$ cat src/rtl/conf_int_mac_acc_pipe_if.sv
// ---------------------------------------------------------------------------
// conf_int_mac_acc_pipe_if
// Streaming bus of the pipelined MAC: operand stream in, group results out.
//   a, b       operands (unsigned, DW bits)
//   in_valid   a/b/in_last valid
//   in_last    sample closes the current group early
//   in_ready   MAC accepts a sample this cycle
//   d          group result
//   ovf        result overflowed DW bits or accumulator wrapped
//   out_valid  d/ovf valid
//   out_ready  consumer takes d this cycle
// master: operand producer / result consumer. slave: the MAC.
// ---------------------------------------------------------------------------
`timescale 1ns/1ps
interface conf_int_mac_acc_pipe_if #(
    parameter int DW = 16
);
    logic [DW-1:0] a;
    logic [DW-1:0] b;
    logic          in_valid;
    logic          in_last;
    logic          in_ready;
    logic [DW-1:0] d;
    logic          ovf;
    logic          out_valid;
    logic          out_ready;

    modport master (
        output a, b, in_valid, in_last, out_ready,
        input  in_ready, d, ovf, out_valid
    );

    modport slave (
        input  a, b, in_valid, in_last, out_ready,
        output in_ready, d, ovf, out_valid
    );
endinterface

$ cat src/rtl/conf_int_mac_acc_pipe.sv
// ---------------------------------------------------------------------------
// conf_int_mac_acc_pipe
// Pipelined unsigned multiply-accumulate. Accumulates a*b over groups of up
// to ACC_LEN samples (or until in_last) and emits one result per group.
// Pipeline: S1 operand register -> S2 product register -> S3 accumulator and
// output register. A pending unread result stalls the whole pipeline.
// Ports:
//   clk_i  clock, rising edge
//   rst_i  synchronous active-high reset
//   clr_i  synchronous flush (same effect as reset, blocks in_ready)
//   bus    conf_int_mac_acc_pipe_if.slave (operand stream in, results out)
// ---------------------------------------------------------------------------
`timescale 1ns/1ps
module conf_int_mac_acc_pipe #(
    parameter int OP_BITWIDTH        = 16,
    parameter int DATA_PATH_BITWIDTH = 16,
    parameter int ACC_BITWIDTH       = 40,
    parameter int ACC_LEN            = 8,
    parameter int APX_BITS           = 0,
    parameter int SATURATE           = 1
) (
    input  logic                   clk_i,
    input  logic                   rst_i,
    input  logic                   clr_i,
    conf_int_mac_acc_pipe_if.slave bus
);
    localparam int OW = OP_BITWIDTH;
    localparam int DW = DATA_PATH_BITWIDTH;
    localparam int AW = ACC_BITWIDTH;
    localparam int PW = 2 * OP_BITWIDTH;
    localparam int CW = $clog2(ACC_LEN + 1);

    localparam logic [CW-1:0] LAST_CNT = CW'(ACC_LEN - 1);
    // Approximate-operator truncation: low APX_BITS operand bits cleared.
    localparam logic [OW-1:0] APX_MASK = {OW{1'b1}} << APX_BITS;

    typedef enum logic [0:0] {
        ST_IDLE  = 1'b0,
        ST_ACCUM = 1'b1
    } state_e;

    // Keep only the operator width, then apply the truncation mask.
    function automatic logic [OW-1:0] mask_op(input logic [DW-1:0] x);
        return OW'(x) & APX_MASK;
    endfunction

    // Input-side group tracking
    state_e        state_q, state_d;
    logic [CW-1:0] cnt_q, cnt_d;

    // Pipeline stages
    logic          s1_v_q, s1_last_q;
    logic [OW-1:0] a1_q, b1_q;
    logic          s2_v_q, s2_last_q;
    logic [PW-1:0] prod_q;
    logic [AW-1:0] acc_q;
    logic          wrap_q;
    logic          first_q;

    // Output register
    logic [DW-1:0] d_q;
    logic          ovf_q;
    logic          out_valid_q;

    // Combinational helpers
    logic          stall_s, accept_s, close_s, load_s;
    logic [PW-1:0] prod_s;
    logic [AW-1:0] base_s;
    logic [AW:0]   sum_s;
    logic          wrap_s, big_s;

    assign stall_s      = out_valid_q & ~bus.out_ready;
    assign bus.in_ready = ~stall_s & ~clr_i;
    assign accept_s     = bus.in_valid & bus.in_ready;
    // A group closes on in_last or when the sample fills the group.
    assign close_s      = bus.in_last | (cnt_q == LAST_CNT);

    assign prod_s = PW'(a1_q) * PW'(b1_q);
    // First sample of a group starts from zero instead of the old sum.
    assign base_s = first_q ? {AW{1'b0}} : acc_q;
    assign sum_s  = {1'b0, base_s} + {{(AW + 1 - PW){1'b0}}, prod_q};
    assign wrap_s = (first_q ? 1'b0 : wrap_q) | sum_s[AW];
    assign big_s  = |sum_s[AW-1:DW];
    assign load_s = ~stall_s & s2_v_q & s2_last_q;

    assign bus.d         = d_q;
    assign bus.ovf       = ovf_q;
    assign bus.out_valid = out_valid_q;

    // Group-position state register
    always_ff @(posedge clk_i) begin
        if (rst_i || clr_i) begin
            state_q <= ST_IDLE;
            cnt_q   <= {CW{1'b0}};
        end else begin
            state_q <= state_d;
            cnt_q   <= cnt_d;
        end
    end

    // Next group position: advance on accept, return to IDLE on group close
    always_comb begin
        state_d = state_q;
        cnt_d   = cnt_q;
        case (state_q)
            ST_IDLE, ST_ACCUM: begin
                if (accept_s && close_s) begin
                    state_d = ST_IDLE;
                    cnt_d   = {CW{1'b0}};
                end else if (accept_s) begin
                    state_d = ST_ACCUM;
                    cnt_d   = cnt_q + CW'(1);
                end else begin
                    state_d = state_q;
                    cnt_d   = cnt_q;
                end
            end
            default: begin
                state_d = ST_IDLE;
                cnt_d   = {CW{1'b0}};
            end
        endcase
    end

    // Pipeline S1..S3; every stage holds while a result is waiting
    always_ff @(posedge clk_i) begin
        if (rst_i || clr_i) begin
            s1_v_q    <= 1'b0;
            s1_last_q <= 1'b0;
            a1_q      <= {OW{1'b0}};
            b1_q      <= {OW{1'b0}};
            s2_v_q    <= 1'b0;
            s2_last_q <= 1'b0;
            prod_q    <= {PW{1'b0}};
            acc_q     <= {AW{1'b0}};
            wrap_q    <= 1'b0;
            first_q   <= 1'b1;
        end else if (!stall_s) begin
            s1_v_q <= accept_s;
            if (accept_s) begin
                a1_q      <= mask_op(bus.a);
                b1_q      <= mask_op(bus.b);
                s1_last_q <= close_s;
            end
            s2_v_q    <= s1_v_q;
            s2_last_q <= s1_last_q;
            prod_q    <= prod_s;
            if (s2_v_q) begin
                acc_q   <= sum_s[AW-1:0];
                wrap_q  <= wrap_s;
                // The sample after a group's last one starts a new group.
                first_q <= s2_last_q;
            end
        end
    end

    // Output register: load on group close, drop valid once consumed
    always_ff @(posedge clk_i) begin
        if (rst_i || clr_i) begin
            d_q         <= {DW{1'b0}};
            ovf_q       <= 1'b0;
            out_valid_q <= 1'b0;
        end else if (load_s) begin
            d_q         <= ((SATURATE != 0) && big_s) ? {DW{1'b1}} : sum_s[DW-1:0];
            ovf_q       <= big_s | wrap_s;
            out_valid_q <= 1'b1;
        end else if (out_valid_q && bus.out_ready) begin
            out_valid_q <= 1'b0;
        end
    end
endmodule

$ cat src/flat_wrapper.sv
// flat-port wrapper written by rule: the top's interface ports become plain ports
module conf_int_mac_acc_pipe_flat 
#(
    parameter int OP_BITWIDTH        = 16,
    parameter int DATA_PATH_BITWIDTH = 16,
    parameter int ACC_BITWIDTH       = 40,
    parameter int ACC_LEN            = 8,
    parameter int APX_BITS           = 0,
    parameter int SATURATE           = 1
)
  (clk_i, rst_i, clr_i, bus_a, bus_b, bus_in_valid, bus_in_last, bus_out_ready, bus_in_ready, bus_d, bus_ovf, bus_out_valid);
  conf_int_mac_acc_pipe_if #(.DW(16)) bus_i ();
  input  logic clk_i;
  input  logic rst_i;
  input  logic clr_i;
  input wire logic [$bits(bus_i.a)-1:0] bus_a;
  input wire logic [$bits(bus_i.b)-1:0] bus_b;
  input wire logic [$bits(bus_i.in_valid)-1:0] bus_in_valid;
  input wire logic [$bits(bus_i.in_last)-1:0] bus_in_last;
  input wire logic [$bits(bus_i.out_ready)-1:0] bus_out_ready;
  output wire logic [$bits(bus_i.in_ready)-1:0] bus_in_ready;
  output wire logic [$bits(bus_i.d)-1:0] bus_d;
  output wire logic [$bits(bus_i.ovf)-1:0] bus_ovf;
  output wire logic [$bits(bus_i.out_valid)-1:0] bus_out_valid;
  assign bus_i.a = bus_a;
  assign bus_i.b = bus_b;
  assign bus_i.in_valid = bus_in_valid;
  assign bus_i.in_last = bus_in_last;
  assign bus_i.out_ready = bus_out_ready;
  assign bus_in_ready = bus_i.in_ready;
  assign bus_d = bus_i.d;
  assign bus_ovf = bus_i.ovf;
  assign bus_out_valid = bus_i.out_valid;
  conf_int_mac_acc_pipe #(.OP_BITWIDTH(OP_BITWIDTH), .DATA_PATH_BITWIDTH(DATA_PATH_BITWIDTH), .ACC_BITWIDTH(ACC_BITWIDTH), .ACC_LEN(ACC_LEN), .APX_BITS(APX_BITS), .SATURATE(SATURATE)) u_core (.clk_i(clk_i), .rst_i(rst_i), .clr_i(clr_i), .bus(bus_i));
endmodule
$ cat config.mk
export PLATFORM = sky130hd
export DESIGN_NAME = conf_int_mac_acc_pipe_flat
export DESIGN_NICKNAME = d
export VERILOG_FILES = /design/src/rtl/conf_int_mac_acc_pipe_if.sv /design/src/rtl/conf_int_mac_acc_pipe.sv /design/src/flat_wrapper.sv
export SDC_FILE = /design/constraint.sdc
export NUM_CORES = 1
export LEC_CHECK = 0
export CORE_ASPECT_RATIO = 0.9
export CORE_MARGIN = 2
export CORE_UTILIZATION = 55
export CTS_CLUSTER_SIZE = 8
export DETAILED_ROUTE_END_ITERATION = 6
export HOLD_SLACK_MARGIN = 0.12
export PLACE_DENSITY = 0.76
export SLEW_MARGIN = 20
export SYNTH_ARGS = -nofsm -noshare
export SYNTH_HDL_FRONTEND = slang
export SYNTH_SLANG_ARGS = --single-unit
$ cat constraint.sdc
create_clock -name clk_i -period 6.23 [get_ports clk_i]
set_input_delay 0.9345 -clock clk_i [delete_from_list [all_inputs] [get_ports clk_i]]
set_output_delay 0.9345 -clock clk_i [all_outputs]
set_load 0.005 [all_outputs]
==> results of run 1 <==
-- layer usage --
layer | part of all wire (%) | GRT usage [%]
met5 | 0 | 0
met1 | 44 | 36.58
met2 | 48 | 47.25
met3 | 5.3 | 4.234
met4 | 2.7 | 8.504
-- cell families (layout without fill, tap and decap cells) --
family	Yosys count	count (layout)	share of synthesized area, %
fa+ha+maj	332	332	35.61
simple gates	697	697	20.90
xor+xnor	49	49	2.839
mux	1	1	0.06344
buf+inv	348	402	8.533
flops	132	132	16.75
compound gates	384	384	15.31
-- power by group --
part           switching, mW  leakage (nW)  internal [mW]
clock                  0.459         0.284          0.603
sequential            0.0142          1.08          0.850
combinational         0.0682          6.69         0.0523
total                  0.541          8.05           1.51
-- worst reg2reg max path, cell delays in order (launching register included) --
cell	delay, ns
dfxtp_4	0.37
buf_4	0.14
and2_1	0.16
fa_1	0.50
inv_1	0.05
fa_1	0.39
fa_1	0.55
fa_1	0.55
inv_1	0.07
fa_1	0.50
inv_1	0.06
fa_1	0.47
inv_1	0.04
ha_1	0.28
buf_4	0.15
nand2_1	0.05
nand2_1	0.07
a41oi_2	0.20
o211a_1	0.20
o211ai_1	0.16
o31a_1	0.40
a41oi_2	0.20
nor3_1	0.07
a221o_1	0.25
-- flip-flops by register name, summed over array words and instances, names as in the netlist --
signal,flops
u_core.acc_q,40
u_core.prod_q,32
u_core.a1_q,16
u_core.b1_q,16
u_core.bus.d,16
u_core.cnt_q,4
u_core.bus.out_valid,1
u_core.bus.ovf,1
u_core.first_q,1
u_core.s1_last_q,1
u_core.s1_v_q,1
u_core.s2_last_q,1
u_core.s2_v_q,1
u_core.wrap_q,1
-- worst paths after layout --
kind	to	slack, ns	cells past startpoint
hold / removal	u_core.acc_q[19]	0.45	2
setup / recovery	u_core.prod_q[26]	0.24	23
setup reg to reg	u_core.prod_q[26]	0.24	23
hold reg to reg	u_core.acc_q[19]	0.45	2
-- cell type report --
class                      instances  area [um^2]  share of cell area, %
multi-input combinational       1463        11860                  67.29
sequential                       132         2674                  15.16
inverter                         247        927.1                  5.258
tap                              360        450.4                  2.555
clock inverter                    14        168.9                 0.9580
clock buffer                      18        429.2                  2.434
timing repair buffer             123         1119                  6.344
-- what timing repair did --
item,in CTS,in global routing
setup buffers,0,4
hold endpoints to repair,0,0
setup endpoints to repair,2,12
pin swaps,0,18
gates resized for setup,4,40
-- cell usage in the layout, fill, tap and decap left out, types with 28 or more instances in the layout --
cell / n
nand3_1: 36
buf_4: 60
nand2_1: 317
dfxtp_1: 109
fa_1: 194
xnor2_1: 28
inv_1: 247
o21ai_0: 52
ha_1: 136
clkdlybuf4s50_1: 56
a21oi_1: 161
and2_1: 126
nor2_1: 103
nor2b_1: 37
==> results.md, run 1 <==
* Status: completed
* Critical Path RT at roughly 6.6 ns
* Layout area overhead at 11.75%
* CTS buffer count at 17
* Tmin final at 5.994 ns
* Fin Setup TNS at 0 ns
* Htree depth at 4
* GPL Wtd Cong at 0.9384
* Die X at 182.5 um
* Worst slew pin tran at 0.8478 ns
* Ports at 57
* Flops & latches, synth at around 130
* Leakage at roughly 8.0 nW
* Worst Setup End Kind: register
* RR Startpoint: u_core.b1_q[5]
* Post-route cell area at 17630 um^2
* Yosys warnings at 0
* Post-layout util at between 60% and 70%
* Via count at ~14000
* Critical path's top delay family: adder cells
* Drt wl/cell at around 17 um
* Unrepaired setup endpoints after global routing: false
* Drt pass-1 iters at 5
* First-pass GRT wire length at roughly 67 mm
* Hold Vio Cnt, Final at 0
* First DRT Iteration DRCs at ~1100
* Layout cells sized above 1 at ~9%
* Cell mode on critical path: fa_1
* DR vias/cell at 5.732
* Largest net degree at the start of global routing at between 50 and 60
* Worst-path fanout max at 6
* Hold/Removal Path Class: reg -> reg
* Pwr Density at roughly 120 nW/um^2
* Buffer and inverter count on the worst path at 6
* Worst setup margin at about 0.24 ns
* Placed inst area at approximately 17000 um^2
* Tot Pwr at just over 2 mW
* Worst clock skew at 0.01138 ns
* Cell area after synthesis at about 16000 um^2
* Synth async-reset ratio at 0%
* VDD IR max at around 0.00019 V
* CTS tree: yes
* Vias in the first global route at about 14000
* DP Cell Count at between 2000 and 2500
* Post-synth top area share at 24.74%
* Overflow after GRT at 0
* Fillers at between 2000 and 2500
* Root Driver: clkbuf_16
* CP Launch Point: u_core.b1_q[5]
* WL final at between 30 and 40 mm
* Main flop type after synthesis: dfxtp_1
* Syn Nets at between 2000 and 2500
* Final setup viols at 0
* Final HPWL DP at about 30 mm
* Final critical-path share of the clock period at between 90% and 100%
* Fmax at between 150 and 200 MHz
* Cells along the critical path: buf_4 -> and2_1 -> fa_1 -> inv_1 -> fa_1 -> fa_1 -> fa_1 -> inv_1 -> fa_1 -> inv_1 -> fa_1 -> inv_1 -> ha_1 -> buf_4 -> nand2_1 -> nand2_1 -> a41oi_2 -> o211a_1 -> o211ai_1 -> o31a_1 -> a41oi_2 -> nor3_1 -> a221o_1
* Crit path DAT at between 6 and 7 ns
* Nets@finish at roughly 2400
* Clock slew at the register clock pins of the worst setup and hold paths at 0.07 ns
* Seq/Total Area, Yosys at 16.75%
* Post-synth EDFFs at 0
* Die ar. at 30060 um^2
* Syn avg cell area at around 8 um^2
* Hold_buf cts at 0
* Routed Antenna Nets at 0
* Initial Util at 56.18%
* Top post-synthesis cells by area: fa_1 (25%), dfxtp_1 (17%), ha_1 (11%)
* Fin cells at approximately 2400
* Worst setup path class: reg -> reg
* Standard-cell row count at just under 60
* Die Ht at approximately 160 um
* Area of the core at 28080 um^2
* Crit path launch type: register
* Slowest cell on the critical path: fa_1
* Hold_ws at around 0.45 ns
* Initial antenna violation count at 0
* Clock Latency Late Sink at 0.44 ns
* Synth cell types at 75
* Pre-CTS setup slack at around 0.041 ns
* Largest stage delay on the critical path at about 0.55 ns
* Final-report max-slew violation count at 0
* Most numerous cell in the Yosys netlist: nand2_1
* DRC errors left at 0
* Synth area leader: fa_1
* Post-Syn Instances at 1943
* N_diodes at 0
* Clock buffer depth at 2
* Commonest cells in the synthesized netlist: nand2_1 (317), inv_1 (247), fa_1 (195)
* PortBufs at 56
* Hold Crit Start: u_core.acc_q[19]
* GRT Util Overall at 27.70%
* CTS sink cnt at 132
* Worst slew margin at a little over two fifths
* # Max-Cap Violations at 0
Power figures use the tool's default switching activity.
==> run 2: changes to the inputs <==
--- a/config.mk
+++ b/config.mk
@@ -11,7 +11,7 @@
 export CTS_CLUSTER_SIZE = 8
 export DETAILED_ROUTE_END_ITERATION = 6
 export HOLD_SLACK_MARGIN = 0.12
-export PLACE_DENSITY = 0.76
+export PLACE_DENSITY = 0.73
 export SLEW_MARGIN = 20
 export SYNTH_ARGS = -nofsm -noshare
 export SYNTH_HDL_FRONTEND = slang
==> constraint.sdc (replaced) <==
create_clock -name clk_i -period 6.92 [get_ports clk_i]
set_input_delay 1.038 -clock clk_i [delete_from_list [all_inputs] [get_ports clk_i]]
set_output_delay 1.038 -clock clk_i [all_outputs]
set_load 0.005 [all_outputs]
==> run 2 against run 1 <==
- clock power is essentially flat
- critical path depth fell by 1
- design area is 2.0% lower
- clock skew about the same
- first-iteration DRC count shrank 18%
- highest routed layer unchanged
- core utilization fell by 1.2 points
- critical endpoint is now u_core.prod_q[29]
- power down 5.5%
- hold slack worse by 0.00053 ns
- sequential power shrank 9.5%
==> results.md, run 2 (synthesized netlist as in run 1, its figures left out) <==
* Leakage at between 7 and 8 nW
* Status: completed
* Area of the core at 28080 um^2
* Pwr Density at 111.9 nW/um^2
* DR vias/cell at approximately 5.7
* Vias in the first global route at 13430
* Multi-input logic area at roughly 12000 um^2
* Root Driver: clkbuf_16
* Worst R2R Setup Slack at roughly 0.42 ns
* Top reg by flops: u_core.acc_q
* CTS tree: yes
* Final setup viols at 0
* Hold_buf cts at 0
* First DRT Iteration DRCs at around 900
* DRC errors left at 0
* Register Area at between 2000 and 3000 um^2
* Unrepaired setup endpoints after global routing: false
* VDD IR max at ~0.00019 V
* Fmax at about 150 MHz
* Most frequent cells in the layout: nand2_1 (317), inv_1 (247), fa_1 (195)
* Crit path launch type: register
* Nets@finish at roughly 2300
* Die ar. at around 30000 um^2
* Post-CTS setup buffer count at 0
* CTS sink cnt at 132
* Overflow after GRT at 0
* CTS buffer count at 17
* Fillers at approximately 2500
* Layout area overhead at 9.540%
* Tot Pwr at a little under 2 mW
* Crit path DAT at between 6 and 7 ns
* Clock buffer depth at 2
* Tmin final at between 6 and 7 ns
* Die X at roughly 180 um
* PortBufs at 56
* Worst slew margin at 42.80%
* Htree depth at 4
* Largest net degree at the start of global routing at 57
* Critical Path RT at slightly above 7 ns
* WL final at just under 40 mm
* Via count at 13310
* Most common cell after layout, fill and taps aside: nand2_1
* Worst clock skew at 0.01161 ns
* GRT Util Overall at 28.10%
* Hold Vio Cnt, Final at 0
* Initial antenna violation count at 0
* GPL Wtd Cong at between 0.9 and 1
* Regs by FF count: u_core.acc_q x40, u_core.prod_q x32
* Initial Util at 56.18%
* Drt pass-1 iters at 7
* # Max-Cap Violations at 0
* Clock Latency Late Sink at between 0.4 and 0.5 ns
* Worst slew pin tran at ~0.86 ns
* Post_cts resized at 0
* Final-report max-slew violation count at 0
* First-pass GRT wire length at approximately 67 mm
* N_diodes at 0
* Standard-cell row count at 58
* Final HPWL DP at approximately 30 mm
* Worst-path fanout max at 17
* Die Ht at 164.7 um
* Clock slew at the register clock pins of the worst setup and hold paths at 0.07 ns
* Fin Setup TNS at 0 ns
* Routed Antenna Nets at 0
* Layout cells sized above 1 at under 10%
* Worst setup path class: reg -> reg
* Max reg flops at 40
* Hold/Removal Path Class: reg -> reg
* Final critical-path share of the clock period at 93.94%
* Ports at 57
* Worst Setup End Kind: register
* Drt wl/cell at between 15 and 20 um
run 2: layout make-up:
| class | instances | area share [%] |
|---|---|---|
| repair buffers | 88 | 4.670 |
| well taps | 360 | 2.606 |
| clock buffers | 19 | 2.563 |
| multi-input cells | 1463 | 68.24 |
| flip-flops and latches | 132 | 15.29 |
| clock inverters | 13 | 1.267 |
| inverters | 247 | 5.365 |
run 2: routing by layer:
metal / routed length, um / global-route usage [%] / vias up
met3: 2226 / 3.506 / 73
met4: 893 / 7.808 / 0
met5: 0 / 0 / -
li1: - / - / 6310
met2: 18910 / 48.12 / 393
met1: 17620 / 37.75 / 6530
run 2: power by group:
| group | total [mW] | leakage [nW] | switching (mW) | internal, mW |
|---|---|---|---|---|
| clock | 1.05 | 0.319 | 0.397 | 0.655 |
| sequential | 0.783 | 1.06 | 0.0177 | 0.766 |
| combinational | 0.0984 | 6.48 | 0.0566 | 0.0417 |
run 2: worst paths after layout:
kind / endpoint / startpoint / depth (start not counted)
max: u_core.prod_q[29] / u_core.a1_q[7] / 22
min: u_core.acc_q[16] / u_core.acc_q[16] / 2
max reg2reg: u_core.prod_q[29] / u_core.a1_q[7] / 22
min reg2reg: u_core.acc_q[16] / u_core.acc_q[16] / 2
run 2: worst max-delay path: stages, from the launching register on:
cell and delay (ns):
dfxtp_1 0.80, and2_1 0.26, fa_1 0.40, inv_1 0.09, fa_1 0.44, fa_1 0.51, fa_1 0.55, inv_1 0.05
fa_1 0.49, inv_1 0.05, fa_1 0.47, inv_1 0.04, ha_1 0.33, o21ai_0 0.10, a21oi_1 0.21, nand4_1 0.14
o21ai_0 0.21, nand2_1 0.13, o2bb2ai_1 0.38, a21oi_1 0.18, o211ai_1 0.22, a21oi_1 0.10, a211o_1 0.22
run 2: stage by stage:
stage	worst slack [ns]	utilization [%]	instance area (um^2)	hold WS, ns	std cells
after floorplan	0.9740	-	15780	0.4318	1943
after global placement	0.6238	59.13	16610	0.4385	2289
after detailed placement	0.4559	59.13	16610	0.4419	2289
after CTS	0.4418	61.49	17270	0.4509	2321
after global routing	0.02732	61.54	17280	0.4797	2322
final	0.4193	61.54	17280	0.4493	2322
